[src/rtl/peripheral_pkg.sv]
// Shared register map, TCON bit positions and decode helper for the peripheral
// responder and its timer.
package peripheral_pkg;

    localparam logic [31:0] OFF_TH   = 32'h0000_0000;
    localparam logic [31:0] OFF_TL   = 32'h0000_0004;
    localparam logic [31:0] OFF_TCON = 32'h0000_0008;
    localparam logic [31:0] OFF_LED  = 32'h0000_000C;
    localparam logic [31:0] OFF_SW   = 32'h0000_0010;
    localparam logic [31:0] OFF_DIGI = 32'h0000_0014;

    localparam int TCON_EN  = 0;
    localparam int TCON_IEN = 1;
    localparam int TCON_IRQ = 2;

    // All four digits blanked: anodes are active-low, cathodes idle high.
    localparam logic [11:0] DIGI_OFF = 12'hFFF;

    typedef enum logic [2:0] {
        SEL_NONE,
        SEL_TH,
        SEL_TL,
        SEL_TCON,
        SEL_LED,
        SEL_SW,
        SEL_DIGI
    } reg_sel_e;

    // Byte offset from the region base to register select; bits [1:0] are ignored.
    function automatic reg_sel_e decode_offset(input logic [31:0] offset);
        logic [31:0] word_off;
        word_off = {offset[31:2], 2'b00};
        case (word_off)
            OFF_TH:   decode_offset = SEL_TH;
            OFF_TL:   decode_offset = SEL_TL;
            OFF_TCON: decode_offset = SEL_TCON;
            OFF_LED:  decode_offset = SEL_LED;
            OFF_SW:   decode_offset = SEL_SW;
            OFF_DIGI: decode_offset = SEL_DIGI;
            default:  decode_offset = SEL_NONE;
        endcase
    endfunction

endpackage

[src/rtl/timer_unit.sv]
// 32-bit auto-reload timer: TH reload, TL counter, TCON control/status.
// Software writes always take priority over the timer's own updates.
module timer_unit
    import peripheral_pkg::*;
(
    input  logic        clk,
    input  logic        reset,
    input  logic        th_we,
    input  logic        tl_we,
    input  logic        tcon_we,
    input  logic [31:0] wdata,
    output logic [31:0] th,
    output logic [31:0] tl,
    output logic [2:0]  tcon,
    output logic        irqout
);

    logic overflow;
    logic count_en;

    assign count_en = tcon[TCON_EN];
    assign overflow = count_en && (tl == 32'hFFFF_FFFF);

    always_ff @(posedge clk) begin
        if (reset) begin
            th <= 32'h0;
        end else if (th_we) begin
            th <= wdata;
        end
    end

    // On overflow TL takes the current TH, so a same-cycle TH write is seen only next time.
    always_ff @(posedge clk) begin
        if (reset) begin
            tl <= 32'h0;
        end else if (tl_we) begin
            tl <= wdata;
        end else if (overflow) begin
            tl <= th;
        end else if (count_en) begin
            tl <= tl + 32'd1;
        end
    end

    // Status is sticky: only a software write clears it, and that write also wins over a set.
    always_ff @(posedge clk) begin
        if (reset) begin
            tcon <= 3'b000;
        end else if (tcon_we) begin
            tcon <= wdata[2:0];
        end else if (overflow && tcon[TCON_IEN]) begin
            tcon[TCON_IRQ] <= 1'b1;
        end
    end

    assign irqout = tcon[TCON_IRQ] & tcon[TCON_IEN];

endmodule

[src/rtl/peripheral_bus.sv]
// Memory-mapped responder for timer, LED, switch and 7-segment registers.
// Bus: single-cycle strobes; rd returns data combinationally, wr commits on the next rising edge.
module peripheral_bus
    import peripheral_pkg::*;
#(
    parameter logic [31:0] BASE_ADDR = 32'h4000_0000,
    parameter int          LED_W     = 8,
    parameter int          SW_W      = 8
) (
    input  logic             clk,
    input  logic             reset,
    input  logic [31:0]      addr,
    input  logic             rd,
    input  logic             wr,
    input  logic [31:0]      wdata,
    output logic [31:0]      rdata,
    input  logic [SW_W-1:0]  switch,
    output logic [LED_W-1:0] led,
    output logic [11:0]      digi,
    output logic             irqout
);

    logic [31:0] offset;
    reg_sel_e    sel;
    logic        th_we;
    logic        tl_we;
    logic        tcon_we;
    logic        led_we;
    logic        digi_we;
    logic [31:0] th;
    logic [31:0] tl;
    logic [2:0]  tcon;

    // Offsets past the last register (or outside the region) decode to SEL_NONE.
    assign offset  = addr - BASE_ADDR;
    assign sel     = decode_offset(offset);

    assign th_we   = wr && (sel == SEL_TH);
    assign tl_we   = wr && (sel == SEL_TL);
    assign tcon_we = wr && (sel == SEL_TCON);
    assign led_we  = wr && (sel == SEL_LED);
    assign digi_we = wr && (sel == SEL_DIGI);

    timer_unit u_timer (
        .clk     (clk),
        .reset   (reset),
        .th_we   (th_we),
        .tl_we   (tl_we),
        .tcon_we (tcon_we),
        .wdata   (wdata),
        .th      (th),
        .tl      (tl),
        .tcon    (tcon),
        .irqout  (irqout)
    );

    always_ff @(posedge clk) begin
        if (reset) begin
            led <= '0;
        end else if (led_we) begin
            led <= wdata[LED_W-1:0];
        end
    end

    always_ff @(posedge clk) begin
        if (reset) begin
            digi <= DIGI_OFF;
        end else if (digi_we) begin
            digi <= wdata[11:0];
        end
    end

    // Register values, so a read alongside a write shows the pre-write contents.
    always_comb begin
        rdata = 32'h0;
        if (rd) begin
            case (sel)
                SEL_TH:   rdata = th;
                SEL_TL:   rdata = tl;
                SEL_TCON: rdata = {29'h0, tcon};
                SEL_LED:  rdata = 32'(led);
                SEL_SW:   rdata = 32'(switch);
                SEL_DIGI: rdata = {20'h0, digi};
                default:  rdata = 32'h0;
            endcase
        end
    end

endmodule

[config.mk]
export PLATFORM = sky130hd
export DESIGN_NAME = peripheral_bus
export DESIGN_NICKNAME = d
export VERILOG_FILES = /design/src/rtl/peripheral_pkg.sv /design/src/rtl/timer_unit.sv /design/src/rtl/peripheral_bus.sv
export SDC_FILE = /design/constraint.sdc
export NUM_CORES = 1
export LEC_CHECK = 0
export BUFFER_PORTS_ARGS = -buffer_cell sky130_fd_sc_hd__buf_4
export CORE_ASPECT_RATIO = 0.5
export CORE_MARGIN = 2
export CORE_UTILIZATION = 45
export CTS_CLUSTER_SIZE = 8
export DETAILED_ROUTE_END_ITERATION = 8
export PLACE_DENSITY = 0.81
export SLEW_MARGIN = 10
export SYNTH_ARGS = -nofsm -noshare
export SYNTH_HDL_FRONTEND = slang
export SYNTH_SLANG_ARGS = --single-unit
[constraint.sdc]
create_clock -name clk -period 8.8 [get_ports clk]
set_clock_uncertainty 0.2 [all_clocks]
set_input_delay 2.64 -clock clk [delete_from_list [all_inputs] [get_ports clk]]
set_output_delay 2.64 -clock clk [all_outputs]
set_load 0.005 [all_outputs]
* Yosys cells after proc, flatten, opt, wreduce, memory -nomap -nowiden
Index checks and enable logic that the tools add are counted.
W data, S select, Z words.
** Word-level totals
- Word-level logic and storage cells :: 39
- Output and inout port bits :: 53
- Bits of input ports :: 76
- Register bits :: 87
** Cells by class
- Bitwise logic cells :: 1
- Equality and inequality tests :: 12
- $add $sub $neg :: 2
- Muxes and demuxes :: 8
- Reductions and logical operators :: 10
** Operator list (number)
- $pmux W32 S6 :: 1
- $mux W32 :: 4
- $eq A30 B2 Y1 const B :: 2
- $eq A30 B3 Y1 const B :: 2
- $add A32 B1 Y32 const B :: 1
- $eq A32 B32 Y1 const B :: 1
- $sub A32 B31 Y32 const B :: 1
- $eq A30 B1 Y1 const B :: 1
- $logic_not A30 Y1 :: 1
- $pmux W3 S6 :: 1
- $eq A3 B3 Y1 const B :: 3
- $logic_and A1 B1 Y1 :: 7
- $eq A3 B2 Y1 const B :: 2
- $eq A3 B1 Y1 const B :: 1
- $reduce_bool A3 Y1 :: 1
- $mux W1 :: 2
- $reduce_bool A2 Y1 :: 1
- $and A1 B1 Y1 :: 1

* Longest topological paths before layout
Gate-level depths: netlist of run 1.
- Depth in word-level cells :: 6
- Gate-level depth with buffers :: 9
- Depth with buffers taken out :: 7

* Cells and area by module
A second synthesis of run 1 with hierarchy kept.
** Unflattened totals
- Cell total of the unflattened synthesis :: 656
- Area total of the unflattened synthesis :: 5446.5 µm²
** By module, submodules not included
- timer_unit :: area an instance 3577.2 µm², instances 1, cells each 417
- peripheral_bus :: area an instance 1869.3 µm², instances 1, cells each 239

* Worst setup path before layout of run 1
Ideal clock, no wire load.
- Kind :: input port to output port
- From :: in addr[7]
- To :: out rdata[3]
- Data arrival time :: 4.565 ns
- Path slack :: 1.395 ns
- Buffers on the path :: 2
- Required time :: 5.960 ns
- Cell stages on the path :: 7
- Path through :: or4_4 or3_4 nor4_1 clkbuf_1 buf_2 nand2_1 a21oi_1
** Between the ends
- Word-level cells in the longest chain between the ends :: 6
- Elaborated cells on any way between the ends :: 16
- Classes of those cells :: add/sub: 1; eq/ne: 11; mux: 3; reduce/logical: 1
** RTL lines
- start: declaration :: RTL line peripheral_bus.sv:12 : input logic [31:0] addr,
- $sub A32 B31 Y32 * :: RTL line peripheral_bus.sv:35 : assign offset = addr - BASE_ADDR;
- $eq A30 B3 Y1, or another cell as far along :: RTL line peripheral_pkg.sv:33 : case (word_off)
- $pmux W3 S6 * :: RTL line peripheral_pkg.sv:33
- $eq A3 B3 Y1, or another cell as far along :: RTL line peripheral_bus.sv:77 : case (sel)
- $pmux W32 S6 * :: RTL line peripheral_bus.sv:77
- $mux W32 * :: RTL line peripheral_bus.sv:76 : if (rd) begin
- end: declaration :: RTL line peripheral_bus.sv:16 : output logic [31:0] rdata,
Every way passes the cells marked *; elsewhere a longest branch is shown, timed or not.

* Worst setup path after layout of run 1
- From :: in addr[7]
- To :: out rdata[28]
Same word-level chain as after synthesis.

==> results.cfg, run 1 <==
[setup_path]
reg2reg_to = u_timer.tl[12]
critPathBufInv = 3
end_kind = output port
rr_worst_depth = 6
regToRegSetupSlack_ns = 5.09
crit_fanout = 14
cp_common_cell = buf_4
critPathMaxStageDelay_ns = 0.66
setup.worst_path.end = rdata[28]
crit_arrival_ns = 5.05
criticalPathCategory = primary input to output port
worstReg2RegStart = u_timer.tl[4]
required_ns = 5.96
crit_start = addr[7]
crit_chain = buf_4 > or4_4 > or3_4 > nor4_2 > buf_4 > a22oi_1 > nor2_1 > buf_4
cp.depth = 8
start_kind = primary input
crit_family = simple AND/OR/NAND/NOR gates
crit_slowest_cell = nor4_2

[logic_synthesis]
yosys_warnings = 0
syn_nets = 753
syn_avg_cell_area_um2 = 7.51
synth-main-ff-cell = dfxtp_1
synth.distinct_cells = 57
synth-edff-count = 0
synth_area_um2 = 5070
postSynthCellCount = 676
ys_seq_area_share_pct = 34.3
synth-seq-cells = 87
synth-async-reset-ratio_pct = 0

[placement]
pre_cts_ws_ns = 0.915
gp_congestion = 0.911
port_buffers = 126
dp_hpwl_um = 11000

[finish]
final_common_cell = buf_4
layout_common_cells = buf_4, nand2_1, dfxtp_1, nor2_1, a21oi_1
areaGrowthSynthToFinish_pct = 24.3
diodes = 0
layout-drive-gt1-share_pct = 21.7
final_nets = 839

[die]
chipHeight_um = 79.1
rows = 27
die-area_um2 = 12200
die_x_um = 154
core_region_area_um2 = 11000
io_pins = 129
initial_core_util_pct = 46.2

[routing]
post_drt_wl_per_cell_um = 17.5
drt_wl_total_um = 15900
vias = 5573
vias_per_cell = 6.12
drtAntennaViolNets = 0
drtIter0Drc = 544
drtPass1Iterations = 5
route.detailed.drc = 0

[timing]
max_freq_mhz = 127
setup_slack_ns = 0.907
final-max-slew-violation-count = 0
fin_crit_ns = 7.89
setup_viol = 0
finalSetupTns_ns = 0
hold_viol = 0
post-route-period-util_pct = 89.7
rsz0062_at_grt = false
worstMarginPinSlew_ns = 1.07
relSlewSlack_pct = 28.1
fin_hold_ws_ns = 0.268

[power_and_ir_drop]
clkPwrFrac_pct = 44.4
sequentialPowerShare_pct = 49.4
internal_power_mw = 0.624
powerDensity_nw_per_um2 = 127
vdd_ir_drop_max_uv = 94.0
p_sw_mw = 0.176
switching_share_pct = 22.0
leakagePower_nw = 2.22
pwr-share-comb_pct = 6.2

[clock_network]
clock_latency_ns = 0.34
root_buffer = clkbuf_16
cts.htree.levels = 3
cts_resized = 0
numCtsBuffers = 9
clk_path_buf_depth = 2
cts_sinks = 87
cts_hold_buf = 0
cts_setup_buffers = 0
cts.clk_slew.worst_paths_ns = 0.06
cts_tree = done

[global_route]
grt_max_degree = 89
grtUsageTotal_pct = 26.1
grt_pass1_wl_um = 25800
grt-ovfl-total = 0
antenna_found_initial = 0
grt_pass1_vias = 5242

[min_path]
hp-start = u_timer.th[2]
hold_class = flip-flop to flip-flop

[outcome]
run_status = finished, final reports clean

[flow_run]
cap_viol_max_count = 0
==> cell type report <==
type / count / area, µm²
Timing Repair Buffer: 138 / 1040
Sequential cell: 87 / 1740
Inverter: 2 / 7.51
Fill cell: 1011 / 4670
Multi-Input combinational cell: 524 / 3080
Tap cell: 145 / 181
Clock inverter: 1 / 5.00
Clock buffer: 13 / 260
==> power groups by stage <==
| stage | Clock, mW | Sequential (mW) | Combinational, mW |
|---|---|---|---|
| floorplan | 0 | 0.403 | 0.0166 |
| global placement | 0 | 0.404 | 0.0481 |
| detailed placement | 0 | 0.404 | 0.0489 |
| CTS | 0.355 | 0.395 | 0.0489 |
| global route | 0.372 | 0.395 | 0.0533 |
| finish | 0.355 | 0.395 | 0.0493 |
==> cells in the mapped netlist (3+ instances only) <==
master     number  area share, %
mux2i_1        16            3.2
xor2_1          9            1.6
o211ai_1        6           0.89
nand2_1       106            7.8
a2bb2oi_1       4           0.69
a221oi_1        4           0.69
buf_2           9           0.89
a21oi_1        65            6.4
a31oi_1         4           0.49
dfxtp_1        87             34
o21ai_0        18            1.8
o221a_2         3           0.67
nand3_1        15            1.5
clkbuf_1       51            3.8
xnor2_1         9            1.6
nor2_1         72            5.3
and3_1          9            1.1
nor2b_1        15            1.8
mux2_2          5            1.1
and4_1          5           0.86
nor3_1         17            1.7
nand4_1        20            2.5
a211o_1        14            2.4
a211oi_1       13            1.9
a22oi_1        32            4.7
or4_1           4           0.59
or3_1           9            1.1
and2_1          3           0.37
nor4_1         16            2.0
==> kinds of logic after synthesis <==
family	synth area share, %
AND/OR/NAND/NOR	28.7
multiplexers	4.27
flip-flops	34.3
adder cells (fa/ha/maj)	0.247
XOR/XNOR	3.11
AO/OA/AOI/OAI	24.0
buffers and inverters	5.33
==> sequential cells by signal, indices dropped and copies added (netlist names) <==
| register | cells |
|---|---|
| digi | 12 |
| u_timer.tcon | 3 |
| u_timer.tl | 32 |
| led | 8 |
| u_timer.th | 32 |
==> through the flow <==
step	instances	instance area, µm²	total power, mW	utilization, %
global placement	896	6040	0.452	55.1
CTS	910	6310	0.799	57.5
floorplan	676	5070	0.420	-
detailed placement	896	6040	0.453	55.1
finish	910	6310	0.800	57.5
global route	910	6310	0.820	57.5
==> worst min-delay path by stage <==
stage | endpoint | cells past startpoint
floorplan | u_timer.th[1] | 2
global placement | u_timer.th[1] | 2
detailed placement | u_timer.th[2] | 2
CTS | u_timer.th[2] | 2
global route | u_timer.th[3] | 2
finish | u_timer.th[2] | 2
==> routing by layer <==
layer  vias up  wire, µm  global-route usage [%]
li1       2640         -                       -
met1      2621      7150                    35.9
met2       288      7110                    41.4
met3        24      1440                    5.68
met4         0       200                    7.57
met5         -         0                       0
==> worst reg2reg max path, stage by stage, from the launching register on <==
cell,delay [ns]
dfxtp_1,0.48
nand4_1,0.43
nor4_1,0.91
and3_1,0.91
a211oi_1,0.19
or3_1,0.38
a21oi_1,0.12
Note: power is estimated with default switching activity, not from simulation.
==> inputs of run 2 (changes only) <==
CORE_UTILIZATION = 49   (was 45)
PLACE_DENSITY = 0.87   (was 0.81)
==> run 2 against run 1 <==
Net effect: sequential share of layout area is 0.17 points lower; utilization is 5.1 points higher; register-to-register slack better by 0.06 ns; worst setup slack worse by 0.026 ns; critical path depth stayed put; global-route usage is 2.8 points higher; die area is 7.9% lower; clock power is 19% higher; largest power group is now clock; routed wire length is 1.2% higher; largest cell class unchanged.
==> results.cfg, run 2 (same netlist as run 1, synthesis figures left out) <==
[outcome]
run_status = finished, final reports clean

[global_route]
grtUsageTotal_pct = 28.9
grt_pass1_wl_um = 26600
grt-ovfl-total = 0
antenna_found_initial = 0
grt_pass1_vias = 5379
grt_max_degree = 89

[clock_network]
cts_sinks = 87
cts_tree = done
cts.htree.levels = 3
cts_resized = 0
cts_hold_buf = 0
numCtsBuffers = 9
cts_setup_buffers = 0
cts.clk_slew.worst_paths_ns = 0.06
clk_path_buf_depth = 2
root_buffer = clkbuf_16
clock_latency_ns = 0.34

[timing]
max_freq_mhz = 126
setup_viol = 0
finalSetupTns_ns = 0
worstMarginPinSlew_ns = 1.13
rsz0062_at_grt = false
post-route-period-util_pct = 90.0
relSlewSlack_pct = 23.8
hold_viol = 0
final-max-slew-violation-count = 0
fin_crit_ns = 7.92

[placement]
dpl_cell_area_um2 = 6020
port_buffers = 126
dpl.cell_count = 889
gp_congestion = 0.926
dp_hpwl_um = 10900

[die]
core_region_area_um2 = 10100
rows = 26
chipHeight_um = 76.0
die-area_um2 = 11200
io_pins = 129
die_x_um = 148
initial_core_util_pct = 50.0

[finish]
areaGrowthSynthToFinish_pct = 25.1
final_area_um2 = 6350
final_common_cell = buf_4
layoutNonFillerInstCount = 905
biggestRegsByFlops = u_timer.th: 32 flops, u_timer.tl: 32 flops, digi: 12 flops
diodes = 0
layout-drive-gt1-share_pct = 21.7
final_nets = 837
fin_util_pct = 62.5
layout_common_cells = buf_4, nand2_1, dfxtp_1, nor2_1, a21oi_1

[setup_path]
end_kind = output port
criticalPathCategory = primary input to output port
crit_arrival_ns = 5.08
required_ns = 5.96
start_kind = primary input
crit_fanout = 20

[routing]
drtPass1Iterations = 6
drt_wl_total_um = 16100
met2_length_um = 7550
vias_per_cell = 6.26
vias = 5669
route.detailed.drc = 0
drtIter0Drc = 545
wl_met3_um = 1500
wl_met1_um = 6830
post_drt_wl_per_cell_um = 17.8
drtAntennaViolNets = 0
topRoutingLayerUsed = met4

[min_path]
hold_class = flip-flop to flip-flop

[power_and_ir_drop]
leakagePower_nw = 2.24
powerDensity_nw_per_um2 = 136
vdd_ir_drop_max_uv = 125

[flow_run]
cap_viol_max_count = 0
-- run 2: changes by cell type in the layout (fill, tap and decap cells not counted) --
cell | before | now
bufinv_16 | 0 | 2
buf_4 | 138 | 136
-- run 2: stage by stage --
stage	hold WS [ns]	setup slack, ns	total power [mW]
2_1_floorplan	0.240	1.40	0.420
3_3_place_gp	0.248	0.924	0.452
3_5_place_dp	0.260	0.900	0.453
4_1_cts	0.274	0.882	0.867
5_1_grt	0.289	0.698	0.890
6_report	0.274	0.881	0.865
-- run 2: where the power goes --
group,leakage [nW],switching (mW),internal (mW)
combinational,1.38,0.0234,0.0259
sequential,0.701,0.000968,0.394
clock,0.160,0.157,0.264
total,2.24,0.181,0.684
-- run 2: path summary, 6_finish.rpt --
kind	start	endpoint	slack (ns)	cells past startpoint
min reg2reg	u_timer.th[30]	u_timer.th[30]	0.27	2
max	addr[5]	rdata[14]	0.88	8
min	u_timer.th[30]	u_timer.th[30]	0.27	2
max reg2reg	u_timer.tl[4]	u_timer.tl[12]	5.15	6
-- run 2: area by class of cell --
class	instances	area, µm²
Sequential cell	87	1740
Tap cell	140	175
Inverter	2	7.51
Clock buffer	13	260
Timing Repair Buffer	136	1020
Fill cell	933	3800
Multi-Input combinational cell	524	3080
Clock inverter	3	65.1
-- run 2: worst max-delay path, stage by stage --
cell     delay (ns)
buf_4          0.11
nor4b_1        0.30
nand4_1        0.31
nor2_1         0.48
and3_1         0.79
a22oi_1        0.19
nor2_1         0.14
buf_4          0.12
-- run 2: routing by layer --
layer	global-route usage, %	up-vias
li1	-	2633
met2	46.9	295
met4	8.95	0
met5	0	-
met3	7.47	20
met1	37.8	2721
